File: src/rtl/bc_polinomio_pkg.sv
// Shared definitions for the polynomial controller: state encoding, BO mux/operation
// codes and helpers. The BO bench reuses the same constants.
package bc_polinomio_pkg;

  typedef enum logic [2:0] {
    OCIOSO  = 3'd0,
    CARGA_X = 3'd1,
    XX      = 3'd2,
    AX2     = 3'd3,
    BX      = 3'd4,
    SOMA1   = 3'd5,
    SOMAC   = 3'd6,
    FIM     = 3'd7
  } estado_t;

  localparam logic [1:0] M0_ZERO = 2'b00;
  localparam logic [1:0] M0_A    = 2'b01;
  localparam logic [1:0] M0_B    = 2'b10;
  localparam logic [1:0] M0_C    = 2'b11;

  localparam logic [1:0] M1_M0   = 2'b00;
  localparam logic [1:0] M1_R0   = 2'b01;
  localparam logic [1:0] M1_R2   = 2'b10;
  localparam logic [1:0] M1_R1   = 2'b11;

  localparam logic [1:0] M2_R0   = 2'b00;
  localparam logic [1:0] M2_M0   = 2'b01;
  localparam logic [1:0] M2_R2   = 2'b10;
  localparam logic [1:0] M2_R1   = 2'b11;

  localparam logic H_SOMA = 1'b0;
  localparam logic H_MULT = 1'b1;

  typedef struct packed {
    logic [1:0] m0;
    logic [1:0] m1;
    logic [1:0] m2;
    logic       h;
    logic       lx;
    logic       lh;
    logic       ls;
  } ctrl_t;

  // Wait-counter width: max(1, ceil(log2(lat+1))).
  function automatic int unsigned largura_cont(input int unsigned lat);
    return (lat == 0) ? 1 : $clog2(lat + 1);
  endfunction

  function automatic estado_t proximo_passo(input estado_t e);
    case (e)
      CARGA_X: return XX;
      XX:      return AX2;
      AX2:     return BX;
      BX:      return SOMA1;
      SOMA1:   return SOMAC;
      SOMAC:   return FIM;
      default: return OCIOSO;
    endcase
  endfunction

endpackage

File: src/rtl/bc_polinomio_if.sv
// Start/done handshake plus the control bus toward BO. The master modport is the
// controller; the slave modport is the system/BO side.
interface bc_polinomio_if;
  logic       iniciar;
  logic       cancela;
  logic [1:0] M0;
  logic [1:0] M1;
  logic [1:0] M2;
  logic       H;
  logic       LX;
  logic       LH;
  logic       LS;
  logic       ocupado;
  logic       pronto;

  modport master (
    input  iniciar, cancela,
    output M0, M1, M2, H, LX, LH, LS, ocupado, pronto
  );

  modport slave (
    output iniciar, cancela,
    input  M0, M1, M2, H, LX, LH, LS, ocupado, pronto
  );
endinterface

File: src/rtl/bc_polinomio_contador_espera.sv
// Step wait counter: clear, enable and terminal-count flag. Up mode counts 0..LIMITE,
// down mode counts LIMITE..0; it holds at the terminal value until cleared.
module contador_espera
  import bc_polinomio_pkg::*;
#(
  parameter int unsigned LIMITE = 2,
  parameter int unsigned W      = largura_cont(LIMITE),
  parameter bit          DESC   = 1'b0
) (
  input  logic clk,
  input  logic rst,
  input  logic clr_i,
  input  logic en_i,
  output logic tc_o
);

  localparam logic [W-1:0] LIM = W'(LIMITE);

  logic [W-1:0] cnt_q, cnt_d;

  assign tc_o = DESC ? (cnt_q == '0) : (cnt_q == LIM);

  always_comb begin
    cnt_d = cnt_q;
    if (clr_i) begin
      cnt_d = DESC ? LIM : '0;
    end else if (en_i && !tc_o) begin
      cnt_d = DESC ? (cnt_q - W'(1)) : (cnt_q + W'(1));
    end
  end

  always_ff @(posedge clk or negedge rst) begin
    if (!rst) begin
      cnt_q <= DESC ? LIM : '0;
    end else begin
      cnt_q <= cnt_d;
    end
  end

endmodule

File: src/rtl/bc_polinomio.sv
// Control block for BO computing y = A*x^2 + B*x + C through a fixed six-step
// micro-program. Moore outputs are decoded from the state and the wait counter only.
module bc_polinomio
  import bc_polinomio_pkg::*;
#(
  parameter int unsigned LATENCIA = 2
) (
  input  logic           clk,
  input  logic           rst,
  bc_polinomio_if.master bus
);

  estado_t estado_q, estado_d;
  logic    tc;
  logic    em_passo;
  logic    limpa;
  ctrl_t   ctl;

  assign em_passo = estado_q inside {XX, AX2, BX, SOMA1, SOMAC};
  // Clearing on every state change makes each step start its count at zero.
  assign limpa    = (estado_d != estado_q) || !em_passo;

  contador_espera #(
    .LIMITE (LATENCIA),
    .W      (largura_cont(LATENCIA)),
    .DESC   (1'b0)
  ) u_contador (
    .clk   (clk),
    .rst   (rst),
    .clr_i (limpa),
    .en_i  (em_passo),
    .tc_o  (tc)
  );

  always_ff @(posedge clk or negedge rst) begin
    if (!rst) begin
      estado_q <= OCIOSO;
    end else begin
      estado_q <= estado_d;
    end
  end

  always_comb begin
    estado_d = estado_q;
    if (estado_q == OCIOSO) begin
      if (bus.iniciar && !bus.cancela) estado_d = CARGA_X;
    end else if (bus.cancela) begin
      estado_d = OCIOSO;
    end else begin
      case (estado_q)
        CARGA_X: estado_d = XX;
        FIM:     estado_d = OCIOSO;
        default: if (tc) estado_d = proximo_passo(estado_q);
      endcase
    end
  end

  always_comb begin
    ctl = '0;
    case (estado_q)
      CARGA_X: ctl.lx = 1'b1;
      XX: begin
        ctl.m1 = M1_R0;  ctl.m2 = M2_R0;  ctl.h = H_MULT;  ctl.lh = tc;
      end
      AX2: begin
        ctl.m0 = M0_A;   ctl.m1 = M1_M0;  ctl.m2 = M2_R1;
        ctl.h  = H_MULT; ctl.lh = tc;
      end
      BX: begin
        ctl.m0 = M0_B;   ctl.m1 = M1_M0;  ctl.m2 = M2_R0;
        ctl.h  = H_MULT; ctl.ls = tc;
      end
      SOMA1: begin
        ctl.m1 = M1_R2;  ctl.m2 = M2_R1;  ctl.h = H_SOMA;  ctl.lh = tc;
      end
      SOMAC: begin
        ctl.m0 = M0_C;   ctl.m1 = M1_M0;  ctl.m2 = M2_R1;
        ctl.h  = H_SOMA; ctl.ls = tc;
      end
      default: ;
    endcase
  end

  assign bus.M0      = ctl.m0;
  assign bus.M1      = ctl.m1;
  assign bus.M2      = ctl.m2;
  assign bus.H       = ctl.h;
  assign bus.LX      = ctl.lx;
  assign bus.LH      = ctl.lh;
  assign bus.LS      = ctl.ls;
  assign bus.ocupado = (estado_q != OCIOSO);
  assign bus.pronto  = (estado_q == FIM);

endmodule
File: src/flat_wrapper.sv
// flat-port wrapper written by rule: the top's interface ports become plain ports
module bc_polinomio_flat import bc_polinomio_pkg::*;
#(
  parameter int unsigned LATENCIA = 2
)
  (clk, rst, bus_iniciar, bus_cancela, bus_M0, bus_M1, bus_M2, bus_H, bus_LX, bus_LH, bus_LS, bus_ocupado, bus_pronto);
  bc_polinomio_if bus_i ();
  input  logic clk;
  input  logic rst;
  input wire logic [$bits(bus_i.iniciar)-1:0] bus_iniciar;
  input wire logic [$bits(bus_i.cancela)-1:0] bus_cancela;
  output wire logic [$bits(bus_i.M0)-1:0] bus_M0;
  output wire logic [$bits(bus_i.M1)-1:0] bus_M1;
  output wire logic [$bits(bus_i.M2)-1:0] bus_M2;
  output wire logic [$bits(bus_i.H)-1:0] bus_H;
  output wire logic [$bits(bus_i.LX)-1:0] bus_LX;
  output wire logic [$bits(bus_i.LH)-1:0] bus_LH;
  output wire logic [$bits(bus_i.LS)-1:0] bus_LS;
  output wire logic [$bits(bus_i.ocupado)-1:0] bus_ocupado;
  output wire logic [$bits(bus_i.pronto)-1:0] bus_pronto;
  assign bus_i.iniciar = bus_iniciar;
  assign bus_i.cancela = bus_cancela;
  assign bus_M0 = bus_i.M0;
  assign bus_M1 = bus_i.M1;
  assign bus_M2 = bus_i.M2;
  assign bus_H = bus_i.H;
  assign bus_LX = bus_i.LX;
  assign bus_LH = bus_i.LH;
  assign bus_LS = bus_i.LS;
  assign bus_ocupado = bus_i.ocupado;
  assign bus_pronto = bus_i.pronto;
  bc_polinomio #(.LATENCIA(LATENCIA)) u_core (.clk(clk), .rst(rst), .bus(bus_i));
endmodule
File: config.mk
export PLATFORM = sky130hd
export DESIGN_NAME = bc_polinomio_flat
export DESIGN_NICKNAME = d
export VERILOG_FILES = /design/src/rtl/bc_polinomio_pkg.sv /design/src/rtl/bc_polinomio_if.sv /design/src/rtl/bc_polinomio_contador_espera.sv /design/src/rtl/bc_polinomio.sv /design/src/flat_wrapper.sv
export SDC_FILE = /design/constraint.sdc
export NUM_CORES = 1
export LEC_CHECK = 0
export ABC_AREA = 1
export BUFFER_PORTS_ARGS = -buffer_cell sky130_fd_sc_hd__buf_2
export CORE_AREA = 3 3 40 42
export CTS_BUF_LIST = sky130_fd_sc_hd__clkbuf_4
export DETAILED_ROUTE_END_ITERATION = 12
export DIE_AREA = 0 0 43 45
export GPL_ROUTABILITY_DRIVEN = 0
export GPL_TIMING_DRIVEN = 0
export HOLD_SLACK_MARGIN = 0.03
export PLACE_DENSITY = 0.6
export SETUP_SLACK_MARGIN = 0.5
export SYNTH_ARGS = -nofsm -noshare
export SYNTH_HDL_FRONTEND = slang
export SYNTH_SLANG_ARGS = --single-unit
File: constraint.sdc
create_clock -name clk -period 1.5 [get_ports clk]
set_input_delay 0.075 -clock clk [delete_from_list [all_inputs] [get_ports clk]]
set_output_delay 0.075 -clock clk [all_outputs]
set_load 0.05 [all_outputs]
# == Yosys cells after proc, flatten, opt, wreduce, memory -nomap -nowiden ==
# Cells that the tools add are included.
# op_classes
add_sub_neg,1
eq_ne,9
mux,13
reduce_logical,12
# ops
op,n
5-bit case mux with 5 select lines,1
3-bit case mux with 5 select lines,1
3-bit == test (second input constant),4
3-bit two-way mux,4
3-bit by 2-bit == test with 1-bit output (second input constant),2
2-bit case mux with 3 select lines,1
3-bit case mux with 2 select lines,1
5-bit nonzero test,1
2-bit two-way mux,2
3-bit by 1-bit == test with 1-bit output (second input constant),1
1-bit logical NOT,3
3-bit logical NOT,1
1-bit two-way mux,3
3-bit != test,1
3-bit nonzero test,1
3-bit OR reduction,1
2-bit by 1-bit adder with 2-bit output (second input constant),1
2-bit == test (second input constant),1
1-bit logical AND,2
2-bit nonzero test,1
2-bit OR reduction,1
1-bit logical OR,1
# totals
reg_bits,5
input_bits,4
output_inout_bits,12

# == Depth between registers and ports, before layout ==
# Gate-level depths: netlist (run 1).
# depth
word_depth,9
mapped_depth,12

# == Cells and area by module ==
# A second synthesis (run 1) with hierarchy kept.
# hier_totals
cells_unflattened,74
area_unflattened_um2,469.2
# by_module_without_submodules
mod,instances,cells_each,area_per_inst_um2,seq_area_each_um2
bc_polinomio,1,58,350.3,75.1
contador_espera,1,16,118.9,50.0

# == Worst setup path after synthesis (run 1) ==
# Ideal clock, no wire load.
# synth_timing
path_kind,register to output
from,register u_core.estado_q[1]
to,output bus_M2[1]
t_arrival_ns,1.738
t_required_ns,1.425
setup_slack_ns,-0.313
path_stages_with_launch,7
cell_sequence,dfrtp_1 buf_4 inv_2 nand2_1 nor2_2 or2_2 buf_4
# synth_between
elab_chain_len,2
elab_cells_between_ends,6
# synth_lines
item,line_no,source
start: declaration,bc_polinomio.sv:13,"estado_t estado_q, estado_d;"
start signal: assignment,bc_polinomio.sv:39,estado_q <= estado_d;
3-bit == test or 3-bit by 2-bit == test with 1-bit output (tied branches),bc_polinomio.sv:60,case (estado_q)
5-bit case mux with 5 select lines (*),bc_polinomio.sv:60,
end: declaration,flat_wrapper.sv:14,output wire logic [$bits(bus_i.M2)-1:0] bus_M2;
# Every way passes the cells marked *; elsewhere a longest branch is shown, timed or not.

# == Final worst setup path (run 1) ==
# layout_timing
from,register u_core.estado_q[0]
to,output bus_M2[1]
# Same word-level chain as after synthesis.

==> flow_metrics.env, run 1 <==
export IMPL_final_nets=116
export IMPL_timing_critical_path_from_type="register"
export IMPL_placed_cell_area_um2=602
export IMPL_synth_cell_type_count=19
export IMPL_n_antenna_cell=0
export IMPL_fmax_mhz=628
export IMPL_reg2reg_depth=12
export IMPL_final_cell_mix="16 x buf_4, 13 x nand2_1, 9 x buf_6"
export IMPL_fin_skew_ps=6.20
export IMPL_final_util_pct=77.7
export IMPL_io_pin_count=16
export IMPL_r2r_end="u_core.u_contador.cnt_q[0]"
export IMPL_r2r_start="u_core.estado_q[0]"
export IMPL_syn_area_um2=445
export IMPL_fp_row_count=13
export IMPL_fin_crit_sh_pct=106
export IMPL_power_frac_seq_pct=25.3
export IMPL_antenna_left=0
export IMPL_grt_antenna_before_repair=0
export IMPL_drt_first_pass_iters=4
export IMPL_timing_final_hold_violations=0
export IMPL_ir_drop_v=0.000745
export IMPL_synth_area_per_cell_um2=6.27
export IMPL_critPathMostFrequentCell="buf_8"
export IMPL_switching_share_pct=36.0
export IMPL_power_total_uw=579
export IMPL_ctsRootBufferMaster="clkbuf_4"
export IMPL_grt_max_degree=10
export IMPL_die_x_um=43
export IMPL_setup_ws_ps=-93.6
export IMPL_synth_area_leaders="dfrtp_1 28%, nand2_1 19%, nand3_1 10%, inv_1 8.4%, nor2_1 5.9%"
export IMPL_cp_top_family="buffers and inverters"
export IMPL_clock_latency_ps=240
export IMPL_layout_drive_gt1_share_pct=65.5
export IMPL_drcViolationCount=0
export IMPL_grt_usage_pct=19.3
export IMPL_wl_per_cell_um=12.7
export IMPL_max_cap_viol_count=0
export IMPL_die_y_um=45
export IMPL_crit_start="u_core.estado_q[0]"
export IMPL_setup_violations=7
export IMPL_path_cells="buf_8, clkinvlp_4, nand3_4, nand2_4, or2_4, buf_8, buf_8"
export IMPL_relSlewSlack_pct=83.7
export IMPL_grt_pass1_vias=619
export IMPL_stdcell_area_um2=998
export IMPL_clock_sinks=5
export IMPL_crit_buf_inv=4
export IMPL_endpoint_kind="output port"
export IMPL_cts_tree="built"
export IMPL_status="finished, violations left"
export IMPL_violations="negative setup slack"
export IMPL_rsz0062_at_grt="yes"
export IMPL_io_buffers=15
export IMPL_pre_cts_ws_ps=13.7
export IMPL_grt_pass1_wl_mm=2.65
export IMPL_vias=604
export IMPL_cts_htree_levels=1
export IMPL_hp_class="input port to register"
export IMPL_worst_slew_pin_slew_ps=246
export IMPL_final_min_clock_period_ps=1590
export IMPL_yosys_register_bits=5
export IMPL_total_leakage_power_uw=0.000494
export IMPL_yosysSeqAreaShare_pct=28.1
export IMPL_slowest_delay_ps=360
export IMPL_start_util_pct=34.7
export IMPL_syn_nets=76
export IMPL_grt_ovfl_total=0
export IMPL_worst_ep_required_time_ps=1420
export IMPL_r2r_slack_ps=-20
export IMPL_crit_cells=7
export IMPL_cts_made_buffers=3
export IMPL_wirelength_mm=1.59
export IMPL_p_int_uw=371
export IMPL_timing_setup_critical_path_class="register to output port"
export IMPL_routed_via_density=4.83
export IMPL_core_um2=1280
export IMPL_drt_iter0_markers=18
export IMPL_syn_to_final_growth_pct=124
export IMPL_worstPathMaxFanout=6
export IMPL_cellPowerDensity_nw_per_um2=580
export IMPL_power_frac_clock_pct=29.2
export IMPL_ys_warn_count=0
export IMPL_power_switching_uw=208
export IMPL_final_common_cell="buf_4"
export IMPL_comb_power_share_pct=45.5
export IMPL_cts_clk_slew_worst_paths_ps=40
export IMPL_cts_buffer_depth=2
export IMPL_hpwl_um=831
export IMPL_synth_top_area_share_pct=28.1
export IMPL_crit_path_top_delay_cell="dfrtp_1"
export IMPL_worstSetupEndpoint="bus_M2[1]"
export IMPL_synth_top_cell_by_area="dfrtp_1"
export IMPL_slew_violations=0
export IMPL_synthesis_instances=71
export IMPL_dieArea_um2=1940
export IMPL_arrival_ps=1520
cell families after synthesis:
kind of cell | count (synthesis) | synth area share [%]
buf+inv | 15 | 16.6
compound gates | 3 | 4.21
xor+xnor | 1 | 1.97
fa+ha+maj | 1 | 2.81
flops | 5 | 28.1
simple gates | 46 | 46.3
layer usage:
layer  track usage (%)  part of all wire [%]
met1              19.3                    36
met2              35.9                    55
met3              5.58                   6.4
met4              10.8                   2.5
met5                 0                     0
cells in the mapped netlist:
cell type	number
o21ai_2	1
o21ai_0	1
inv_1	10
dfrtp_1	5
nor3_1	1
nor2_1	7
xnor2_1	1
buf_4	2
nand2_1	22
ha_1	1
or2_2	1
a21oi_1	1
nand3_2	1
nand3_1	9
nor2_2	2
inv_2	2
nand4_1	2
nand2_2	1
clkbuf_8	1
cell type report:
type	instances	area [um^2]
timing repair buffer	35	335
clock buffer	4	30.0
fill	87	287
multi-input combinational	51	387
inverter	12	60.1
tap	15	18.8
buffer	3	41.3
sequential	5	126
stage by stage:
step	std cells	hold WS [ps]	TNS, ps
2_1_floorplan	71	-221	0
3_3_place_gp	101	-109	0
3_5_place_dp	101	-110	0
4_1_cts	124	167	-177
5_1_grt	125	174	-912
6_report	125	174	-255
flip-flops by register name, indices dropped and copies added, names as in the netlist:
name and count:
u_core.u_contador.cnt_q 2, u_core.estado_q 3
power groups by stage:
| stage | logic [uW] | registers (uW) | clock network, uW |
|---|---|---|---|
| after floorplan | 139 | 147 | 0 |
| after global placement | 170 | 148 | 0 |
| after detailed placement | 171 | 148 | 0 |
| after CTS | 246 | 146 | 174 |
| after global routing | 281 | 147 | 186 |
| final | 264 | 147 | 169 |
worst register-to-register path, cell delays in order, from the launching register on:
cell     delay (ps)
dfrtp_1         390
buf_8           140
buf_4           140
buf_4           140
nand2_4          70
nand2_1          60
nand2_2          80
nand2_2          50
nand2_1          60
nand2_1          50
nor2_1          100
nand2_1          80
nor2_1           90
worst min path at each step:
stage	slack, ps	from	cells past startpoint	end
2_1_floorplan	-220	rst	0	u_core.estado_q[0]
3_3_place_gp	-110	rst	1	u_core.estado_q[0]
3_5_place_dp	-110	rst	1	u_core.u_contador.cnt_q[0]
4_1_cts	170	rst	2	u_core.u_contador.cnt_q[1]
5_1_grt	170	bus_iniciar	3	u_core.estado_q[0]
6_report	170	bus_iniciar	3	u_core.estado_q[0]
repair_timing:
item                                    in CTS  in global routing
hold buffers                                 1                  0
endpoints found under the setup margin      17                 17
pin swaps                                    9                  5
setup buffers                               18                  1
resized for setup                           50                  6
hold endpoints to repair                     5                  0
Note: power is estimated with default switching activity, not from simulation.
==> run 2, diff against run 1 <==
--- a/config.mk
+++ b/config.mk
@@ -15,6 +15,7 @@
 export GPL_TIMING_DRIVEN = 0
 export HOLD_SLACK_MARGIN = 0.03
 export PLACE_DENSITY = 0.6
+export RECOVER_POWER = 100
 export SETUP_SLACK_MARGIN = 0.5
 export SYNTH_ARGS = -nofsm -noshare
 export SYNTH_HDL_FRONTEND = slang
==> flow_metrics.env, run 2 (synthesis results as in run 1) <==
export IMPL_status="finished, violations left"
export IMPL_violations="negative setup slack"
export IMPL_die_x_um=43
export IMPL_fp_row_count=13
export IMPL_grt_pass1_vias=619
export IMPL_timing_final_hold_violations=0
export IMPL_core_um2=1280
export IMPL_slew_violations=0
export IMPL_final_min_clock_period_ps=1590
export IMPL_worst_ep_required_time_ps=1420
export IMPL_grt_antenna_before_repair=0
export IMPL_worstSetupEndpoint="bus_M2[1]"
export IMPL_grt_pass1_wl_mm=2.65
export IMPL_crit_start="u_core.estado_q[0]"
export IMPL_timing_critical_path_from_type="register"
export IMPL_relSlewSlack_pct=81.5
export IMPL_hold_ws_ps=174
export IMPL_wirelength_mm=1.59
export IMPL_r2r_start="u_core.estado_q[0]"
export IMPL_final_nets=116
export IMPL_layout_drive_gt1_share_pct=64.5
export IMPL_cellPowerDensity_nw_per_um2=581
export IMPL_pre_cts_ws_ps=13.7
export IMPL_r2r_end="u_core.u_contador.cnt_q[0]"
export IMPL_clock_latency_ps=240
export IMPL_total_leakage_power_uw=0.000490
export IMPL_dieArea_um2=1940
export IMPL_max_cap_viol_count=0
export IMPL_cts_made_buffers=3
export IMPL_rsz0062_at_grt="yes"
export IMPL_worstPathMaxFanout=6
export IMPL_setup_violations=7
export IMPL_wl_per_cell_um=12.7
export IMPL_hp_class="input port to register"
export IMPL_start_util_pct=34.7
export IMPL_worst_slew_pin_slew_ps=278
export IMPL_drcViolationCount=0
export IMPL_io_buffers=15
export IMPL_largest_reg_flops=3
export IMPL_clock_sinks=5
export IMPL_vias=604
export IMPL_grt_ovfl_total=0
export IMPL_hpwl_um=831
export IMPL_routed_via_density=4.83
export IMPL_fin_crit_sh_pct=106
export IMPL_ctsRootBufferMaster="clkbuf_4"
export IMPL_reg2reg_depth=12
export IMPL_cts_htree_levels=1
export IMPL_drt_first_pass_iters=4
export IMPL_timing_setup_critical_path_class="register to output port"
export IMPL_syn_to_final_growth_pct=122
export IMPL_drt_iter0_markers=18
export IMPL_setup_ws_ps=-93.4
export IMPL_endpoint_kind="output port"
export IMPL_top_regs="u_core.estado_q x3, u_core.u_contador.cnt_q x2"
export IMPL_fmax_mhz=628
export IMPL_n_antenna_cell=0
export IMPL_grt_max_degree=10
export IMPL_grt_usage_pct=19.3
export IMPL_antenna_left=0
export IMPL_io_pin_count=16
export IMPL_cts_buffer_depth=2
export IMPL_die_y_um=45
export IMPL_arrival_ps=1520
export IMPL_final_cell_mix="16 x buf_4, 13 x nand2_1, 8 x buf_6"
export IMPL_fin_skew_ps=6.20
export IMPL_final_common_cell="buf_4"
export IMPL_ir_drop_v=0.000740
export IMPL_regMostFlops="u_core.estado_q"
export IMPL_cts_clk_slew_worst_paths_ps=40
export IMPL_r2r_slack_ps=-20
export IMPL_cts_tree="built"
-- run 2: cell type report --
| class | instances | area [um^2] |
|---|---|---|
| Buffer | 3 | 41.3 |
| Sequential cell | 5 | 126 |
| Multi-Input combinational cell | 51 | 387 |
| Clock buffer | 4 | 30.0 |
| Fill cell | 87 | 294 |
| Tap cell | 15 | 18.8 |
| Inverter | 12 | 60.1 |
| Timing Repair Buffer | 35 | 328 |
-- run 2: per-stage QoR --
| step | area [um^2] | util [%] | power [uW] | setup TNS (ps) | instances |
|---|---|---|---|---|---|
| 2_1_floorplan | 508 | - | 286 | 0 | 71 |
| 3_3_place_gp | 602 | 46.8 | 317 | 0 | 101 |
| 3_5_place_dp | 602 | 46.8 | 319 | 0 | 101 |
| 4_1_cts | 965 | 75.1 | 566 | -177 | 124 |
| 5_1_grt | 991 | 77.1 | 612 | -912 | 125 |
| 6_report | 991 | 77.1 | 576 | -255 | 125 |
-- run 2: timing repair --
item	CTS	global route
buffers inserted	18	1
hold endpoints to repair	5	0
pin swaps	9	5
hold buffers	1	0
setup endpoints to repair	17	17
gates resized for setup	50	6
-- run 2: worst max-delay path: stages, from the launching register on --
cell and delay (ps):
dfrtp_1 360, buf_8 140, clkinvlp_4 120, nand3_4 110
nand2_4 50, or2_4 240, buf_8 120, buf_8 140
-- run 2: worst min-delay path by stage --
stage / startpoint / endpoint / slack (ps) / cells after the start
5_1_grt: bus_iniciar / u_core.estado_q[0] / 170 / 3
4_1_cts: rst / u_core.u_contador.cnt_q[1] / 170 / 2
2_1_floorplan: rst / u_core.estado_q[0] / -220 / 0
3_3_place_gp: rst / u_core.estado_q[0] / -110 / 1
3_5_place_dp: rst / u_core.u_contador.cnt_q[0] / -110 / 1
6_report: bus_iniciar / u_core.estado_q[0] / 170 / 3
-- run 2: metal layers --
layer | up-vias | part of all wire, % | global-route usage [%]
li1 | 296 | - | -
met1 | 278 | 36 | 19.3
met2 | 23 | 55 | 35.9
met3 | 7 | 6.4 | 5.58
met4 | 0 | 2.5 | 10.8
met5 | - | 0 | 0
-- run 2: report_power, final --
group	internal, uW	switching, uW
clock network	118	50.6
registers	143	4.05
logic	107	153
total	368	208
